--- src/rtl/mdio_receptor.sv ---
// MDIO receptor (PHY side).
// Parses MDIO write and read frames one bit per clk. Writes produce a
// one-cycle register-file write strobe. Reads produce a one-cycle read strobe
// and then serialise the returned data back onto MDIO_IN.
//
// Handshake: a bit is transferred on a posedge only when its drive enable
// (MDIO_OE from the initiator, MDIO_IN_OE from this block) is high. No
// back-pressure exists, so the receptor must accept every bit offered.
// When the initiator drives during our own read turnaround or data phase,
// that is contention: the read is aborted.
module mdio_receptor #(
  parameter logic [4:0] PHY_ADDR = 5'd0
) (
  input  logic        clk,
  input  logic        reset,
  input  logic        MDIO_OE,
  input  logic        MDIO_OUT,
  input  logic [15:0] RD_DATA,
  output logic        MDIO_IN,
  output logic        MDIO_IN_OE,
  output logic [4:0]  ADDR,
  output logic [15:0] WR_DATA,
  output logic        MEM_WR,
  output logic        MEM_RD,
  output logic        FRAME_ERR
);

  typedef enum logic [2:0] {
    S_IDLE    = 3'd0,
    S_HEADER  = 3'd1,
    S_WDATA   = 3'd2,
    S_RD_TA   = 3'd3,
    S_RD_DATA = 3'd4,
    S_DISCARD = 3'd5
  } state_t;

  state_t      r_state, w_state_nxt;
  logic [4:0]  r_cnt, w_cnt_nxt;
  logic [15:0] r_sh, w_sh_nxt;
  logic        r_mdio_in, w_mdio_in_nxt;
  logic        r_mdio_in_oe, w_mdio_in_oe_nxt;
  logic [4:0]  r_addr, w_addr_nxt;
  logic [15:0] r_wr_data, w_wr_data_nxt;
  logic        r_mem_wr, w_mem_wr_nxt;
  logic        r_mem_rd, w_mem_rd_nxt;
  logic        r_frame_err, w_frame_err_nxt;

  // Shift register with the current bit appended. The header is at most
  // 14 bits, so ST/OP/PHYAD/REGAD stay in fixed positions of this word
  // while the header is being captured.
  logic [15:0] w_sh_in;
  logic        w_hdr_bad;
  logic        w_phy_miss;
  logic        w_op_rd;
  logic        w_ta_bad;

  assign w_sh_in = {r_sh[14:0], MDIO_OUT};

  // Checks valid only on the bit that completes the respective field.
  assign w_hdr_bad  = (w_sh_in[3:2] != 2'b01) ||
                      !((w_sh_in[1:0] == 2'b01) || (w_sh_in[1:0] == 2'b10));
  assign w_phy_miss = (w_sh_in[4:0] != PHY_ADDR);
  assign w_op_rd    = (w_sh_in[11:10] == 2'b10);
  assign w_ta_bad   = (w_sh_in[1:0] != 2'b10);

  // State and datapath registers; synchronous active-low reset.
  always_ff @(posedge clk) begin
    if (!reset) begin
      r_state      <= S_IDLE;
      r_cnt        <= 5'd0;
      r_sh         <= 16'd0;
      r_mdio_in    <= 1'b0;
      r_mdio_in_oe <= 1'b0;
      r_addr       <= 5'd0;
      r_wr_data    <= 16'd0;
      r_mem_wr     <= 1'b0;
      r_mem_rd     <= 1'b0;
      r_frame_err  <= 1'b0;
    end else begin
      r_state      <= w_state_nxt;
      r_cnt        <= w_cnt_nxt;
      r_sh         <= w_sh_nxt;
      r_mdio_in    <= w_mdio_in_nxt;
      r_mdio_in_oe <= w_mdio_in_oe_nxt;
      r_addr       <= w_addr_nxt;
      r_wr_data    <= w_wr_data_nxt;
      r_mem_wr     <= w_mem_wr_nxt;
      r_mem_rd     <= w_mem_rd_nxt;
      r_frame_err  <= w_frame_err_nxt;
    end
  end

  // Next-state decision from the current state, bit counter and line.
  always_comb begin
    w_state_nxt = r_state;
    case (r_state)
      S_IDLE: begin
        if (MDIO_OE) w_state_nxt = S_HEADER;
      end
      S_HEADER: begin
        if (!MDIO_OE)                               w_state_nxt = S_IDLE;
        else if ((r_cnt == 5'd3) && w_hdr_bad)      w_state_nxt = S_DISCARD;
        else if ((r_cnt == 5'd8) && w_phy_miss)     w_state_nxt = S_DISCARD;
        else if (r_cnt == 5'd13)                    w_state_nxt = w_op_rd ? S_RD_TA : S_WDATA;
      end
      S_WDATA: begin
        if (!MDIO_OE)                               w_state_nxt = S_IDLE;
        else if ((r_cnt == 5'd1) && w_ta_bad)       w_state_nxt = S_DISCARD;
        else if (r_cnt == 5'd17)                    w_state_nxt = S_IDLE;
      end
      S_RD_TA: begin
        if (MDIO_OE)                                w_state_nxt = S_DISCARD;
        else if (r_cnt == 5'd1)                     w_state_nxt = S_RD_DATA;
      end
      S_RD_DATA: begin
        if (MDIO_OE)                                w_state_nxt = S_DISCARD;
        else if (r_cnt == 5'd15)                    w_state_nxt = S_IDLE;
      end
      S_DISCARD: begin
        if (!MDIO_OE) w_state_nxt = S_IDLE;
      end
      default: w_state_nxt = S_IDLE;
    endcase
  end

  // Next values of the counter, shift register and registered outputs.
  always_comb begin
    w_cnt_nxt        = r_cnt;
    w_sh_nxt         = r_sh;
    w_mdio_in_nxt    = r_mdio_in;
    w_mdio_in_oe_nxt = r_mdio_in_oe;
    w_addr_nxt       = r_addr;
    w_wr_data_nxt    = r_wr_data;
    w_mem_wr_nxt     = 1'b0;
    w_mem_rd_nxt     = 1'b0;
    w_frame_err_nxt  = 1'b0;
    case (r_state)
      S_IDLE: begin
        w_mdio_in_nxt    = 1'b0;
        w_mdio_in_oe_nxt = 1'b0;
        if (MDIO_OE) begin
          w_sh_nxt  = {15'd0, MDIO_OUT};
          w_cnt_nxt = 5'd1;
        end
      end
      S_HEADER: begin
        if (!MDIO_OE) begin
          w_frame_err_nxt = 1'b1;
          w_cnt_nxt       = 5'd0;
        end else begin
          w_sh_nxt  = w_sh_in;
          w_cnt_nxt = r_cnt + 5'd1;
          if ((r_cnt == 5'd3) && w_hdr_bad) begin
            w_frame_err_nxt = 1'b1;
            w_cnt_nxt       = 5'd0;
          end else if ((r_cnt == 5'd8) && w_phy_miss) begin
            w_cnt_nxt = 5'd0;
          end else if (r_cnt == 5'd13) begin
            w_addr_nxt   = w_sh_in[4:0];
            w_mem_rd_nxt = w_op_rd;
            w_cnt_nxt    = 5'd0;
          end
        end
      end
      S_WDATA: begin
        if (!MDIO_OE) begin
          w_frame_err_nxt = 1'b1;
          w_cnt_nxt       = 5'd0;
        end else begin
          w_sh_nxt  = w_sh_in;
          w_cnt_nxt = r_cnt + 5'd1;
          if ((r_cnt == 5'd1) && w_ta_bad) begin
            w_frame_err_nxt = 1'b1;
            w_cnt_nxt       = 5'd0;
          end else if (r_cnt == 5'd17) begin
            w_wr_data_nxt = w_sh_in;
            w_mem_wr_nxt  = 1'b1;
            w_cnt_nxt     = 5'd0;
          end
        end
      end
      S_RD_TA: begin
        if (MDIO_OE) begin
          w_mdio_in_oe_nxt = 1'b0;
          w_mdio_in_nxt    = 1'b0;
          w_frame_err_nxt  = 1'b1;
          w_cnt_nxt        = 5'd0;
        end else if (r_cnt == 5'd0) begin
          // Drive the second turnaround bit as 0.
          w_mdio_in_oe_nxt = 1'b1;
          w_mdio_in_nxt    = 1'b0;
          w_cnt_nxt        = 5'd1;
        end else begin
          // Read data has arrived: latch it and present the MSB.
          w_sh_nxt      = RD_DATA;
          w_mdio_in_nxt = RD_DATA[15];
          w_cnt_nxt     = 5'd0;
        end
      end
      S_RD_DATA: begin
        if (MDIO_OE) begin
          w_mdio_in_oe_nxt = 1'b0;
          w_mdio_in_nxt    = 1'b0;
          w_frame_err_nxt  = 1'b1;
          w_cnt_nxt        = 5'd0;
        end else if (r_cnt == 5'd15) begin
          w_mdio_in_oe_nxt = 1'b0;
          w_mdio_in_nxt    = 1'b0;
          w_cnt_nxt        = 5'd0;
        end else begin
          w_mdio_in_nxt = r_sh[14];
          w_sh_nxt      = {r_sh[14:0], 1'b0};
          w_cnt_nxt     = r_cnt + 5'd1;
        end
      end
      S_DISCARD: begin
        w_cnt_nxt        = 5'd0;
        w_mdio_in_oe_nxt = 1'b0;
        w_mdio_in_nxt    = 1'b0;
      end
      default: begin
        w_cnt_nxt = 5'd0;
      end
    endcase
  end

  assign MDIO_IN    = r_mdio_in;
  assign MDIO_IN_OE = r_mdio_in_oe;
  assign ADDR       = r_addr;
  assign WR_DATA    = r_wr_data;
  assign MEM_WR     = r_mem_wr;
  assign MEM_RD     = r_mem_rd;
  assign FRAME_ERR  = r_frame_err;

endmodule

--- config.mk ---
export PLATFORM = sky130hd
export DESIGN_NAME = mdio_receptor
export DESIGN_NICKNAME = d
export VERILOG_FILES = /design/src/rtl/mdio_receptor.sv
export SDC_FILE = /design/constraint.sdc
export NUM_CORES = 1
export LEC_CHECK = 0
export ABC_AREA = 1
export CAP_MARGIN = 15
export CORE_ASPECT_RATIO = 1.2
export CORE_UTILIZATION = 54
export DETAILED_ROUTE_END_ITERATION = 16
export GPL_ROUTABILITY_DRIVEN = 0
export GPL_TIMING_DRIVEN = 1
export PLACE_DENSITY = 0.87
export SLEW_MARGIN = 15
export SYNTH_ARGS = -nofsm -noshare
export SYNTH_HDL_FRONTEND = slang
export SYNTH_SLANG_ARGS = --single-unit
--- constraint.sdc ---
create_clock -name clk -period 4.8 [get_ports clk]
set_input_delay 0.72 -clock clk [delete_from_list [all_inputs] [get_ports clk]]
set_output_delay 0.72 -clock clk [all_outputs]
set_load 0.03 [all_outputs]
After elaboration in Yosys (flattened, before gate mapping):

Cells that the tools add are included.

* output and inout port bits: 26
* input port bits: 20
* flip-flop bits (word level): 49
* logic and storage cells: 120

* multiplexer cells: 52
* add/subtract/negate cells: 1
* equality and inequality tests: 28
* reductions and logical operators: 21
* bitwise logic cells: 8

Operators with widths (count)
* 15-bit 2-to-1 mux: 6
* 15-bit case mux with 4 select lines: 1
* 5-bit 2-to-1 mux: 10
* 3-bit 2-to-1 mux: 13
* 5-bit case mux with 5 select lines: 1
* 3-bit case mux with 6 select lines: 1
* 1-bit 2-to-1 mux: 17
* 5-bit by 4-bit == test with 1-bit output (second input constant): 3
* 2-bit != test (second input constant): 7
* 3-bit != test (second input constant): 3
* 1-bit case mux with 3 select lines: 3
* 1-bit NOT: 8
* 7-bit AND reduction: 1
* 3-bit by 2-bit == test with 1-bit output (second input constant): 2
* 3-bit == test (second input constant): 2
* 6-bit AND reduction: 1
* 2-bit OR reduction: 3
* 6-bit OR reduction: 1
* 5-bit by 1-bit adder with 5-bit output (second input constant): 1
* 5-bit by 1-bit == test with 1-bit output (second input constant): 1
* 5-bit by 2-bit == test with 1-bit output (second input constant): 1
* 5-bit == test (second input constant): 1
* 5-bit zero test: 1
* 5-bit != test (second input constant): 1
* 16 further kinds: 21

Depth between registers and ports, before layout:

* depth after elaboration: 8
* gate-level depth with buffers: 12
* depth with buffers taken out: 11

Worst setup path after synthesis:

No wires, ideal clock.

* path kind: input -> register
* from: input port MDIO_OUT
* to: register r_addr[2], in the netlist ADDR[2]
* stages: 10
* arrival time: 1818 ps
* buffers on the path: 0
* library setup time: 70 ps
* path slack: 2913 ps
* required time: 4730 ps
* cells stage by stage: inv_1 ha_1 nand3_1 nand3_1 nand2_1 nor2_1 inv_1 nor2_4 o21ai_0 a21oi_1

* cells in the longest elaborated chain, start to end: 7
* elaborated cells on any way between the ends: 11
* classes of those cells: eq/ne: 2; bitwise: 2; reduce/logical: 7

RTL lines
* from (decl): RTL line 17 `input logic MDIO_OUT,`
* 2-bit by 1-bit == test with 1-bit output or 2-bit == test (tied branches): RTL line 61 `!((w_sh_in[1:0] == 2'b01) || (w_sh_in[1:0] == 2'b10));`
* 1-bit logical OR: RTL line 61
* 1-bit zero test: RTL line 61
* 1-bit logical OR: RTL line 60 `assign w_hdr_bad = (w_sh_in[3:2] != 2'b01) ||`
* 1-bit logical AND: RTL line 153 `if ((r_cnt == 5'd3) && w_hdr_bad) begin`
* 1-bit NOT (no source line)
* 5-bit AND reduction (no source line) *
* to (signal assigned): RTL line 85 `r_addr <= w_addr_nxt;`
* to (decl): RTL line 42 `logic [4:0] r_addr, w_addr_nxt;`

Mark *: on every way between the ends. The rest lies on a longest branch, timed or not.
A chain may end at the register's enable or synchronous reset.

Worst setup path after layout:

* from: input port MDIO_OUT
* to: register r_wr_data[4], in the netlist WR_DATA[4]

* cells in the longest elaborated chain, start to end: 4

RTL lines
* 2-bit != test: RTL line 64 `assign w_ta_bad = (w_sh_in[1:0] != 2'b10);`
* 1-bit logical AND: RTL line 172 `if ((r_cnt == 5'd1) && w_ta_bad) begin`
* 1-bit NOT (no source line)
* 4-bit AND reduction (no source line)
* to (signal assigned): RTL line 86 `r_wr_data <= w_wr_data_nxt;`
* to (decl): RTL line 43 `logic [15:0] r_wr_data, w_wr_data_nxt;`

No other way between the ends.

==> summary.md <==
| Metric | Value |
|---|---|
| First-pass GRT wire length | `roughly 9500 um` |
| CTS max path bufs | `2` |
| Gate Count Post-Synth | `332` |
| Final Util | `slightly below 70%` |
| Post-CTS Setup Inserts | `0` |
| Nets | `~400` |
| Commonest non-fill, non-tap cell in the layout | `nand2_1` |
| # rows | `26` |
| Initial core utilization | `56.8%` |
| GRT overflow | `0` |
| Post-CTS sizing | `0` |
| Synth unique cells | `29` |
| Clk_lat worst skew | `roughly 0.30 ns` |
| RSZ-0062 raised after global routing | `no` |
| Clock sink total | `slightly below 50` |
| Arrival time at the worst endpoint | `between 2 and 3 ns` |
| Die W | `roughly 63 um` |
| Number of synthesized flops with an enable pin | `0` |
| Core area | `~0.0043 sq mm` |
| Post-route DRC | `0` |
| # setup viols final | `0` |
| CTS tree | `built` |
| Most frequent cells in the layout | `50 x nand2_1, 49 x dfxtp_1, 45 x clkdlybuf4s50_1` |
| Setup CP Type | `input pin to flip-flop` |
| Worst flop-to-flop path startpoint | `r_cnt[0]` |
| Cell Count, Final, Fillers Out | `about 430` |
| Synth warnings | `0` |
| CP endpoint | `WR_DATA[4]` |
| Critical path startpoint | `MDIO_OUT` |
| Overall die height | `~76 um` |
| Final Max Slew Viols | `0` |
| Outcome | `complete, no violations` |
| Startpoint Class | `input pin` |
| # diodes | `0` |
| Least-Margin Pin Slew | `0.782 ns` |
| Pin count of the biggest net entering global routing | `43` |
| Most used DFF post-synth | `dfxtp_1` |
| Synthesized Nets | `359` |
| FF/Latch Area | `about 980 sq um` |
| Syn Area/Cell | `about 7.4 sq um` |
| PwrDens | `between 500 and 600 mW/mm^2` |
| Layout cells sized above 1 | `9.65%` |
| Reg clk slew, reported paths | `around 0.090 ns` |
| Syn-to-layout area delta | `21.4%` |
| Antenna violations before repair | `0` |
| Post-route ant nets | `0` |
| Number of fill cells in the layout | `about 380` |
| P_leak | `between 1 and 1.5 nW` |
| Hold buffer count at cts | `0` |
| DP Cell Count | `approximately 420` |
| Hold path cells | `2` |
| Fin crit share | `around half` |
| VDD IR max | `0.241 mV` |
| Root Buffer | `clkbuf_8` |
| Post-DP HPWL | `slightly above 4000 um` |
| WHS | `about 0.47 ns` |
| Via-per-instance ratio | `~5.4` |
| Worst Skew | `roughly 0.0066 ns` |
| Worst r2r dst | `r_sh[3]` |
| R2R cell count | `10` |
| Max_cap viols | `0` |
| Slew headroom | `47.8%` |
| Routed WL | `5800 um` |
| Cell Area, Synth | `between 0.002 and 0.0025 sq mm` |
| DR iter-0 viols | `about 200` |
| Final hold vios | `0` |
| Crit path max fanout | `31` |
| GRT Util Overall | `25.6%` |
| Vias in the first global route | `about 2100` |
| Routed len/inst | `roughly 14 um` |
| Via count | `~2300` |
| HP Class | `flip-flop to flip-flop` |
| FF+latch count, synth | `slightly below 50` |
| CP required | `~5.0 ns` |
| Fin crit period | `roughly 2.5 ns` |
| Placed Instance Area | `0.00288 sq mm` |
| Die ar. | `around 0.0048 sq mm` |
| Clock buffer count from CTS | `5` |
| PortBufs | `45` |
| Design Area, Final | `about 0.0030 sq mm` |
| DRT Pass-1 Iters | `4` |
| Multi-input gate area | `0.00121 sq mm` |
| Num ports | `46` |
| Flop-to-flop setup slack | `between 2 and 3 ns` |
| TNS Setup | `0 ns` |
| Async set-reset flop share out of synthesis | `0%` |
| Sequential area share after synthesis | `40.2%` |
| H-tree depth | `2` |
| Crit. End Element | `flip-flop` |
| Max Clk Rate | `between 400 and 500 MHz` |
layer usage:
metal / vias to the layer above / wire, um / GRT usage [%]
met5: - / 0 / 0
met2: 84 / 2780 / 45.4
met3: 17 / 271 / 4.64
met1: 1034 / 2590 / 29.7
met4: 0 / 156 / 13.4
li1: 1178 / - / -
power by group:
group | leakage, nW | internal [mW] | switching, mW
registers | 0.399 | 0.490 | 0.0516
logic | 0.747 | 0.224 | 0.493
clock network | 0.0450 | 0.101 | 0.137
total | 1.19 | 0.816 | 0.682
cells by family (layout without fill, tap and decap cells):
kind of cell / Yosys count / count (layout) / share of synthesized area (%)
AND/OR/NAND/NOR: 114 / 114 / 21.8
adder cells (fa/ha/maj): 7 / 7 / 3.59
XOR/XNOR: 1 / 1 / 0.359
buffers and inverters: 57 / 98 / 10.4
AO/OA/AOI/OAI: 104 / 104 / 23.6
flip-flops: 49 / 49 / 40.2
critical path, cell delays in order:
cell and delay [ns]:
clkdlybuf4s50_1 0.41, inv_1 0.15, ha_1 0.17, inv_1 0.05, nand2_1 0.09, nand2_1 0.05
inv_1 0.06, nand2_1 0.08, inv_1 0.59, o21ai_0 0.15, a21oi_1 0.15
registers in the layout (all words and copies together) (netlist names):
| name | count |
|---|---|
| FRAME_ERR | 1 |
| MEM_WR | 1 |
| r_cnt | 5 |
| ADDR | 5 |
| r_sh | 15 |
| MDIO_IN_OE | 1 |
| WR_DATA | 16 |
| MEM_RD | 1 |
| r_state | 3 |
| MDIO_IN | 1 |
cells in the mapped netlist, types with 2 or more instances:
master	number	area, sq um
nand2_1	50	188
dfxtp_1	49	981
o21ai_0	42	210
inv_1	39	146
a21oi_1	29	145
nor2_1	24	90.1
nand3_1	17	85.1
o21ai_1	16	80.1
a21oi_2	11	96.3
ha_1	7	87.6
nand4_1	7	43.8
clkbuf_1	6	22.5
inv_2	5	18.8
nand2_2	5	31.3
buf_2	4	20.0
nor2_4	3	33.8
o211ai_1	3	22.5
nand3_2	2	20.0
nor4_1	2	12.5
o21bai_1	2	15.0
final cells by class:
| type | instances | area share, % |
|---|---|---|
| timing repair buffer | 46 | 15.5 |
| clock buffer | 6 | 2.45 |
| sequential | 49 | 33.1 |
| tap | 56 | 2.36 |
| clock inverter | 2 | 0.338 |
| inverter | 44 | 5.57 |
| multi-input combinational | 226 | 40.7 |
how the worst min path moves through the flow:
stage | startpoint | to | slack [ns]
2_1_floorplan | r_sh[11] | r_sh[11] | 0.45
3_3_place_gp | MDIO_IN_OE | MDIO_IN_OE | 0.45
3_5_place_dp | MDIO_IN_OE | MDIO_IN_OE | 0.46
4_1_cts | MDIO_IN_OE | MDIO_IN_OE | 0.47
5_1_grt | MDIO_IN_OE | MDIO_IN_OE | 0.49
6_report | MDIO_IN_OE | MDIO_IN_OE | 0.47
stage by stage:
step / power [mW] / setup WS [ns]
5_1_grt: 1.61 / 2.00
6_report: 1.50 / 2.34
3_5_place_dp: 1.25 / 2.04
4_1_cts: 1.49 / 2.33
3_3_place_gp: 1.23 / 2.12
2_1_floorplan: 1.18 / 2.91
Note: power is estimated with default switching activity, not from simulation.
